==> config.mk <==
export PLATFORM = sky130hd
export DESIGN_NAME = fetch_stage
export DESIGN_NICKNAME = d
export VERILOG_FILES = /design/src/rtl/fetch_stage_pkg.sv /design/src/rtl/if_id_reg.sv /design/src/rtl/fetch_stage.sv
export SDC_FILE = /design/constraint.sdc
export NUM_CORES = 1
export LEC_CHECK = 0
export ABC_AREA = 1
export CAP_MARGIN = 40
export CORE_MARGIN = 2
export CORE_UTILIZATION = 56
export CTS_BUF_LIST = sky130_fd_sc_hd__clkbuf_8
export DETAILED_ROUTE_END_ITERATION = 8
export PLACE_DENSITY = 0.92
export SLEW_MARGIN = 20
export SYNTH_ARGS = -nofsm -noshare
export SYNTH_HDL_FRONTEND = slang
export SYNTH_SLANG_ARGS = --single-unit
==> constraint.sdc <==
create_clock -name clk -period 5.2 [get_ports clk]
set_clock_uncertainty 0.1 [all_clocks]
set_input_delay 1.04 -clock clk [delete_from_list [all_inputs] [get_ports clk]]
set_output_delay 1.04 -clock clk [all_outputs]
set_load 0.02 [all_outputs]
==> src/rtl/fetch_stage_pkg.sv <==
// Shared fetch/decode definitions: FSM state type and datapath widths.
// Latency: none (types and constants only).
// Backpressure: not applicable.
package fetch_stage_pkg;

  localparam int N_DEF   = 64;  // PC / branch-target width
  localparam int AW_DEF  = 6;   // instruction-memory word-address width
  localparam int INSTR_W = 32;  // instruction word width
  localparam int PC_INC  = 4;   // bytes per instruction

  typedef enum logic {
    RUN  = 1'b0,
    HALT = 1'b1
  } fetch_state_t;

endpackage

==> src/rtl/if_id_reg.sv <==
// IF/ID pipeline register slice with synchronous reset, clear and enable.
// Latency: one cycle from d to q when enabled.
// Backpressure: en low holds q; clr wins over en so a flush lands even while stalled.
module if_id_reg #(
  parameter int W = 32
) (
  input  logic         clk,
  input  logic         rst,
  input  logic         en,
  input  logic         clr,
  input  logic [W-1:0] d,
  output logic [W-1:0] q
);

  logic [W-1:0] data_q;

  // Reset and clear both zero the slice; otherwise capture only when enabled.
  always_ff @(posedge clk) begin
    if (rst || clr) begin
      data_q <= '0;
    end else if (en) begin
      data_q <= d;
    end
  end

  assign q = data_q;

endmodule

==> src/rtl/fetch_stage.sv <==
// Instruction fetch: drives ROM address from PC, fills IF/ID, halts on an all-zero word.
// Latency: word at PC p appears on instr_d one cycle after pc==p (one instr per cycle).
// Backpressure: stall holds PC and IF/ID; br_taken overrides stall and flushes IF/ID.
module fetch_stage
  import fetch_stage_pkg::*;
#(
  parameter int N  = N_DEF,
  parameter int AW = AW_DEF
) (
  input  logic               clk,
  input  logic               reset,
  input  logic               stall,
  input  logic               br_taken,
  input  logic [N-1:0]       br_target,
  output logic [AW-1:0]      imem_addr,
  input  logic [INSTR_W-1:0] imem_q,
  output logic [INSTR_W-1:0] instr_d,
  output logic [N-1:0]       pc_d,
  output logic               valid_d,
  output logic               halted,
  output logic [31:0]        fetch_cnt
);

  fetch_state_t state_q, state_d;
  logic [N-1:0] fetch_pc_q, fetch_pc_d;
  logic [31:0]  cnt_q, cnt_d;
  logic         deliver;

  logic [INSTR_W-1:0] instr_nxt;
  logic [0:0]         valid_nxt;
  logic [0:0]         valid_out;

  // The ROM is word addressed; PC bits above the ROM size simply alias.
  assign imem_addr = fetch_pc_q[AW+1:2];

  // State, PC and delivered-instruction counter.
  always_ff @(posedge clk) begin
    if (reset) begin
      state_q    <= RUN;
      fetch_pc_q <= '0;
      cnt_q      <= '0;
    end else begin
      state_q    <= state_d;
      fetch_pc_q <= fetch_pc_d;
      cnt_q      <= cnt_d;
    end
  end

  // Next PC / state: redirect first, then stall/halt hold, else sequential fetch.
  // A zero word in RUN halts without being delivered and without advancing PC.
  always_comb begin
    state_d    = state_q;
    fetch_pc_d = fetch_pc_q;
    deliver    = 1'b0;
    if (br_taken) begin
      // Clear the byte-offset bits so the target is word aligned.
      fetch_pc_d = br_target & ~N'(3);
      state_d    = RUN;
    end else if (!stall && state_q == RUN) begin
      if (imem_q == '0) begin
        state_d = HALT;
      end else begin
        deliver    = 1'b1;
        fetch_pc_d = fetch_pc_q + N'(PC_INC);
      end
    end
    cnt_d = cnt_q + (deliver ? 32'd1 : 32'd0);
  end

  // Bubble (zero, invalid) unless a real word is delivered this cycle.
  assign instr_nxt = deliver ? imem_q : '0;
  assign valid_nxt = deliver;

  if_id_reg #(.W(INSTR_W)) u_instr_reg (
    .clk (clk),
    .rst (reset),
    .en  (~stall),
    .clr (br_taken),
    .d   (instr_nxt),
    .q   (instr_d)
  );

  if_id_reg #(.W(1)) u_valid_reg (
    .clk (clk),
    .rst (reset),
    .en  (~stall),
    .clr (br_taken),
    .d   (valid_nxt),
    .q   (valid_out)
  );

  // pc_d only tracks real instructions; bubbles and flushes leave it as-is.
  if_id_reg #(.W(N)) u_pc_reg (
    .clk (clk),
    .rst (reset),
    .en  (deliver),
    .clr (1'b0),
    .d   (fetch_pc_q),
    .q   (pc_d)
  );

  assign valid_d   = valid_out[0];
  assign halted    = (state_q == HALT);
  assign fetch_cnt = cnt_q;

endmodule

==> results of run 1 <==
==> worst max-delay path, delay by kind of cell <==
family,cells,cell delay (ns)
buffers and inverters,5,1.89
AOI/OAI and AO/OA,1,0.18
and+or+nand+nor,7,0.60
==> cells in the final DEF, fill, tap and decap left out, types with 3 or more instances in the layout <==
| cell type | netlist | routed |
|---|---|---|
| nand3_2 | 4 | 4 |
| o21ai_0 | 48 | 48 |
| nand2_2 | 9 | 9 |
| clkdlybuf4s50_1 | 0 | 230 |
| a21boi_0 | 8 | 8 |
| nand3_1 | 66 | 66 |
| nand4_1 | 15 | 15 |
| inv_1 | 117 | 117 |
| inv_8 | 0 | 4 |
| nand3b_1 | 3 | 3 |
| or2_0 | 3 | 3 |
| xor2_1 | 20 | 20 |
| nor2_1 | 260 | 260 |
| clkbuf_8 | 0 | 18 |
| buf_4 | 15 | 9 |
| ha_1 | 3 | 3 |
| or2_2 | 3 | 3 |
| nor2_2 | 11 | 11 |
| clkinvlp_4 | 0 | 3 |
| o21bai_1 | 5 | 5 |
| xnor2_1 | 10 | 10 |
| o21ai_1 | 4 | 4 |
| nor3_1 | 31 | 31 |
| nor3b_1 | 6 | 6 |
| a21oi_1 | 165 | 165 |
| nor2_4 | 8 | 8 |
| dfxtp_1 | 190 | 190 |
| nand2_1 | 502 | 502 |
| inv_2 | 4 | 4 |
==> through the flow <==
stage	setup slack [ns]	utilization [%]	area (µm²)
3_5_place_dp	1.36	71.0	12400
3_3_place_gp	1.38	70.9	12300
2_1_floorplan	1.76	-	10100
6_report	1.74	73.4	12800
5_1_grt	1.52	73.4	12800
4_1_cts	1.84	73.3	12800
==> synth_stat cells, types with 2 or more instances <==
cell | instances | share of area (%)
buf_1 | 5 | 0.19
nand2_1 | 502 | 19
clkbuf_1 | 28 | 1.0
or2_2 | 3 | 0.19
o21ai_1 | 4 | 0.20
nand3_2 | 4 | 0.40
nor2_4 | 8 | 0.90
ha_1 | 3 | 0.37
nand2_4 | 2 | 0.22
nor3_1 | 31 | 1.5
nand3b_1 | 3 | 0.22
nor3b_1 | 6 | 0.45
nor2_2 | 11 | 0.68
mux2i_1 | 2 | 0.20
inv_2 | 4 | 0.15
xor2_1 | 20 | 1.7
a21boi_0 | 8 | 0.60
a211oi_1 | 2 | 0.15
buf_2 | 20 | 1.0
or2_0 | 3 | 0.19
nand2_2 | 9 | 0.56
dfxtp_1 | 190 | 38
buf_6 | 2 | 0.22
buf_4 | 15 | 1.1
nor2_1 | 260 | 9.7
a21oi_1 | 165 | 8.2
inv_1 | 117 | 4.4
nand3_1 | 66 | 3.3
nand4_1 | 15 | 0.93
xnor2_1 | 10 | 0.87
o21bai_1 | 5 | 0.37
o21ai_0 | 48 | 2.4
==> cells by family (layout without fill, tap and decap cells) <==
logic type / Yosys count / after routing / share of synthesized area [%]
compound gates: 235 / 235 / 12.2
xor+xnor: 30 / 30 / 2.61
fa+ha+maj: 3 / 3 / 0.373
buf+inv: 191 / 394 / 8.09
flops: 190 / 190 / 37.8
mux: 2 / 2 / 0.199
other cells: 1 / 2 / 0.0373
simple gates: 928 / 928 / 38.7
==> flip-flops by register name (all words and copies together), names as in the netlist <==
| register | count |
|---|---|
| fetch_pc_q | 62 |
| u_pc_reg.q | 62 |
| fetch_cnt | 32 |
| u_instr_reg.q | 32 |
| halted | 1 |
| u_valid_reg.q | 1 |
==> metal layers <==
| metal | vias up | global-route usage, % | part of all wire, % |
|---|---|---|---|
| met5 | - | 0 | 0 |
| met4 | 0 | 13.2 | 2.9 |
| met3 | 59 | 6.07 | 8.6 |
| met2 | 484 | 55.9 | 47 |
| met1 | 4953 | 42.3 | 42 |
| li1 | 5369 | - | - |
==> how the worst min path moves through the flow <==
stage               slack (ns)                             end                           start  cells after the start
finish                    0.37     u_pc_reg.q[45]$_SDFFE_PP0N_     u_pc_reg.q[45]$_SDFFE_PP0N_                      2
global route              0.39  u_instr_reg.q[12]$_SDFFE_PP0N_  u_instr_reg.q[12]$_SDFFE_PP0N_                      2
CTS                       0.37     u_pc_reg.q[26]$_SDFFE_PP0N_     u_pc_reg.q[26]$_SDFFE_PP0N_                      2
detailed placement        0.36  u_instr_reg.q[12]$_SDFFE_PP0N_  u_instr_reg.q[12]$_SDFFE_PP0N_                      2
global placement          0.34      u_valid_reg.q$_SDFFE_PP0N_      u_valid_reg.q$_SDFFE_PP0N_                      2
floorplan                 0.36     u_pc_reg.q[63]$_SDFFE_PP0N_     fetch_pc_q[63]$_SDFFE_PP0P_                      2
==> cell type report <==
type | instances | area (µm²) | area share [%]
tap | 225 | 282 | 2.20
timing repair buffer | 241 | 2400 | 18.8
clock buffer | 18 | 248 | 1.94
sequential | 190 | 3800 | 29.8
multi-input combinational | 1200 | 5440 | 42.6
clock inverter | 14 | 153 | 1.19
inverter | 121 | 455 | 3.56
==> report_power, final <==
part | leakage (nW) | total [mW] | internal, mW | switching (mW)
clock | 0.198 | 1.01 | 0.411 | 0.603
combinational | 3.03 | 0.402 | 0.183 | 0.219
sequential | 1.55 | 1.59 | 1.51 | 0.0747
total | 4.77 | 3.00 | 2.11 | 0.897
==> impl_metrics.csv, run 1 <==
group,metric,value,unit
clocking,root_buffer,"clkbuf_8",
timing,tns,0,ns
clocking,cts_tree,"yes",
logic_synthesis,syn-cell-area,10100,µm²
worst_setup_path,critPathKind,"input pin to flop",
timing,slew_viol_final,0,
timing,max_freq,289,MHz
grt,grt_pass1_wl,49.3,mm
timing,worstMarginPinSlew,0.872,ns
power_and_ir_drop,p_leak,4.77,nW
clocking,cts_hold_buf,0,
worst_setup_path,timing.rr.start,"halted$_SDFFE_PP0P_",
timing,hold_violations,0,
floorplan,start_util,57.7,%
grt,grt_pass1_vias,9969,
worst_setup_path,start_kind,"input pin",
placed_design,portBuffers,231,
floorplan,coreArea,17400,µm²
floorplan,rows,48,
drt,postRouteAntennaNets,0,
logic_synthesis,netlist_instances,1580,
clocking,ctsLongestPathBuffers,2,
drt,vias,10900,
worst_setup_path,cp_slowest_cell,"buf_4",
clocking,postCtsSetupBuffers,0,
grt,antenna_found_initial,0,
clocking,path_clk_slew,0.11,ns
floorplan,die_area,19000,µm²
worst_setup_path,reg2reg_to,"fetch_pc_q[39]$_SDFFE_PP0P_",
timing,holdWs,0.368,ns
placed_design,post-dp-hpwl,23.7,mm
layout,fin_nets,1874,
clocking,numCtsBuffers,17,
worst_setup_path,arrival,3.78,ns
worst_setup_path,reg2reg_slack,2.61,ns
clocking,cts_resized,0,
layout,fin_cells,2009,
timing,period_minus_slack,3.46,ns
outcome,status,"finished clean",
clocking,clock_latency,0.49,ns
grt,grt_usage,33.3,%
drt,drt_iter0_drc,855,
grt,grt_max_degree,79,
worst_setup_path,end_kind,"flop",
layout,syn_to_final_growth,27.1,%
clocking,clock_sinks,190,
clocking,cts.htree.levels,4,
worst_setup_path,endpoint,"fetch_pc_q[39]$_SDFFE_PP0P_",
logic_synthesis,yosysSeqAreaShare,37.8,%
job,drv_cap,0,
worst_setup_path,crit_start,"imem_q[20]",
logic_synthesis,synth_seq_cells,190,
worst_setup_path,slowest_delay,0.71,ns
drt,drt-wirelength-per-cell,16.0,µm
logic_synthesis,yosysUniqueCellTypes,41,
layout,layout-drive-gt1-share,4.99,%
placed_design,dp_cells,1976,
logic_synthesis,async_reset_ff_share,0,%
worst_setup_path,crit_fanout,72,
floorplan,num_io_pins,236,
worst_setup_path,r2r_cells,7,
logic_synthesis,syn_area_per_cell,6.36,µm²
timing,finalSetupViolCount,0,
drt,drcViolationCount,0,
layout,nFillCells,1443,
worst_setup_path,crit_required,5.51,ns
logic_synthesis,yosys_warnings,0,
power_and_ir_drop,power,3.00,mW
logic_synthesis,yosys_most_used_dff,"dfxtp_1",
timing,rsz0062_at_grt,"false",
logic_synthesis,synth_edf_count,0,
worst_setup_path,crit_chain,"clkdlybuf4s50_1 -> nor2_1 -> nand2_1 -> nor2_1 -> nand2_1 -> nor2_2 -> inv_2 -> nand3_4 -> clkinv_2 -> buf_4 -> buf_4 -> nand3_1 -> a21oi_1",
grt,grt-ovfl-total,0,
worst_hold_path,min_path_type,"flop to flop",
power_and_ir_drop,peakVddDrop,0.000171,V
drt,first_pass_iters,7,
timing,period_share,66.6,%
layout,antenna_cells,0,
floorplan,die_h,138,µm
power_and_ir_drop,p_per_area,235,nW/µm²
placed_design,gp_congestion,0.977,
drt,drt-total-wl,32.1,mm
timing,max-slew-margin-rel,41.8,%
drt,viasPerCell,5.41,
floorplan,die_w,138,µm
(Power assumes the default switching activity.)
==> inputs of run 2 (changes only) <==
- CORE_UTILIZATION: 56 -> 52
- PLACE_DENSITY: 0.92 -> 0.87
- clock period: 5.2 -> 3.5 ns (I/O delays scaled with it)
==> run 2 against run 1 <==
Net effect:
- cell count rose by 1.9%
- worst setup slack got worse by 1.3 ns
- first-iteration DRC count is 17% lower
- routed wire length shrank 2.7%
- final area grew 1.1%
- die area is 7.5% higher
- clock power is 61% higher
- critical path depth is 10 higher
- combinational power increased by 50%
- hold slack worse by 0.012 ns
- sequential share of layout area decreased by 0.32 points
- power rose by 53%
==> impl_metrics.csv, run 2 (same netlist as run 1, synthesis figures left out) <==
group,metric,value,unit
drt,postRouteAntennaNets,0,
worst_setup_path,reg2reg_to,"fetch_cnt[26]$_SDFF_PP0_",
worst_setup_path,crit_required,3.80,ns
grt,grt_max_degree,125,
clocking,cts_tree,"yes",
grt,antenna_found_initial,0,
worst_setup_path,cp_slowest_cell,"clkdlybuf4s50_1",
clocking,clock_latency,0.48,ns
layout,layout-drive-gt1-share,5.20,%
clocking,cts_resized,0,
grt,grt_pass1_wl,49.4,mm
drt,vias,10800,
clocking,ctsLongestPathBuffers,2,
worst_setup_path,start_kind,"input pin",
grt,grt_usage,30.4,%
clocking,postCtsSetupBuffers,0,
worst_setup_path,r2r_cells,17,
floorplan,coreArea,18800,µm²
grt,grt-ovfl-total,0,
drt,viasPerCell,5.27,
worst_setup_path,arrival,3.35,ns
layout,antenna_cells,0,
floorplan,die_h,143,µm
power_and_ir_drop,peakVddDrop,0.000237,V
timing,tns,0,ns
placed_design,dp_cells,2015,
layout,layout_common_cells,"nand2_1, nor2_1, clkdlybuf4s50_1",
outcome,status,"finished clean",
drt,drt_iter0_drc,711,
timing,rsz0062_at_grt,"false",
worst_hold_path,min_from,"u_valid_reg.q$_SDFFE_PP0N_",
layout,nFillCells,1689,
worst_setup_path,critPathKind,"input pin to flop",
power_and_ir_drop,intPower,3.27,mW
worst_setup_path,slowest_delay,0.49,ns
timing,max_freq,328,MHz
drt,drt-total-wl,31.2,mm
drt,first_pass_iters,8,
drt,drcViolationCount,0,
worst_hold_path,whs_endpoint,"u_valid_reg.q$_SDFFE_PP0N_",
timing,hold_violations,0,
clocking,numCtsBuffers,17,
power_and_ir_drop,p_per_area,355,nW/µm²
worst_setup_path,end_kind,"flop",
floorplan,start_util,53.4,%
placed_design,post-dp-hpwl,23.4,mm
clocking,cts.htree.levels,4,
worst_setup_path,crit_fanout,5,
drt,drt-wirelength-per-cell,15.2,µm
floorplan,num_io_pins,236,
floorplan,rows,50,
power_and_ir_drop,netSwitchingFraction,28.7,%
worst_setup_path,crit_chain,"clkdlybuf4s50_1 -> nor2_1 -> nand2_1 -> nor2_1 -> nand2_1 -> nor2_2 -> inv_2 -> nand3_4 -> clkinv_2 -> ha_1 -> ha_1 -> nand2_1 -> inv_1 -> nand3_2 -> nor2_4 -> nand3_2 -> inv_1 -> nand2_2 -> nor2_4 -> nand2_1 -> nand2_1 -> inv_1 -> nor2_1",
timing,period_minus_slack,3.05,ns
clocking,cts_hold_buf,0,
timing,slew_viol_final,0,
grt,grt_pass1_vias,9998,
power_and_ir_drop,p_switching,1.31,mW
power_and_ir_drop,combPwrFrac,13.1,%
clocking,path_clk_slew,0.09,ns
timing,final.setup.worst_slack,0.451,ns
worst_setup_path,reg2reg_slack,1.01,ns
layout,fin_nets,1877,
power_and_ir_drop,p_leak,4.82,nW
layout,final_common_cell,"nand2_1",
floorplan,die_area,20500,µm²
timing,worstMarginPinSlew,0.845,ns
worst_setup_path,crit_top_cell,"nand2_1",
placed_design,gp_congestion,0.974,
clocking,root_buffer,"clkbuf_8",
job,drv_cap,0,
worst_setup_path,timing.rr.start,"halted$_SDFFE_PP0P_",
timing,period_share,87.1,%
layout,syn_to_final_growth,28.5,%
worst_hold_path,min_path_type,"flop to flop",
placed_design,place_ws,-0.0147,ns
timing,finalSetupViolCount,0,
power_and_ir_drop,pwr-share-seq,51.3,%
worst_hold_path,min_path_cells,2,
layout,fin_cells,2047,
floorplan,die_w,143,µm
clocking,clock_sinks,190,
power_and_ir_drop,pwr-share-clk,35.6,%
placed_design,portBuffers,231,
timing,max-slew-margin-rel,43.6,%
-- run 2: critical path: cells and delay by family --
| kind | cells | cell delay [ns] |
|---|---|---|
| adder cells (fa/ha/maj) | 2 | 0.36 |
| AND/OR/NAND/NOR | 15 | 1.37 |
| buffers and inverters | 6 | 0.92 |
-- run 2: how the worst max path moves through the flow --
stage                                    end       from  cells after the start  slack, ns
floorplan           fetch_cnt[24]$_SDFF_PP0_      stall                     19       0.40
global placement    fetch_cnt[24]$_SDFF_PP0_  imem_q[0]                     22       0.08
detailed placement  fetch_cnt[24]$_SDFF_PP0_  imem_q[6]                     23      -0.01
CTS                 fetch_cnt[26]$_SDFF_PP0_  imem_q[6]                     23       0.49
global route        fetch_cnt[24]$_SDFF_PP0_  imem_q[0]                     23       0.20
finish              fetch_cnt[26]$_SDFF_PP0_  imem_q[6]                     23       0.45
-- run 2: metal layers --
layer  part of all wire [%]  vias up  GRT usage [%]
li1                       -     5384              -
met1                     42     4909           39.2
met2                     46      432           50.5
met3                    9.0       62           5.53
met4                    2.9        0           11.7
met5                      0        -              0
-- run 2: per-stage QoR --
step | power, mW | util [%] | hold slack [ns] | cell area, µm²
after floorplan | 2.72 | - | 0.365 | 10100
after global placement | 2.98 | 66.1 | 0.341 | 12400
after detailed placement | 3.00 | 66.2 | 0.347 | 12500
final | 4.59 | 68.6 | 0.356 | 12900
after CTS | 4.61 | 68.6 | 0.362 | 12900
after global routing | 4.76 | 68.6 | 0.382 | 12900
-- run 2: layout make-up --
class	count	area (µm²)	share of cell area (%)
repair buffers	244	2440	18.9
multi-input cells	1200	5440	42.1
well taps	260	325	2.52
clock buffers	18	248	1.92
flip-flops and latches	190	3800	29.4
inverters	121	455	3.53
clock inverters	14	204	1.58
-- run 2: power by group through the flow --
stage	logic (mW)	clock network (mW)	registers [mW]
finish	0.601	1.63	2.35
floorplan	0.311	0	2.40
CTS	0.600	1.65	2.35
global route	0.663	1.73	2.37
global placement	0.582	0	2.40
detailed placement	0.597	0	2.40
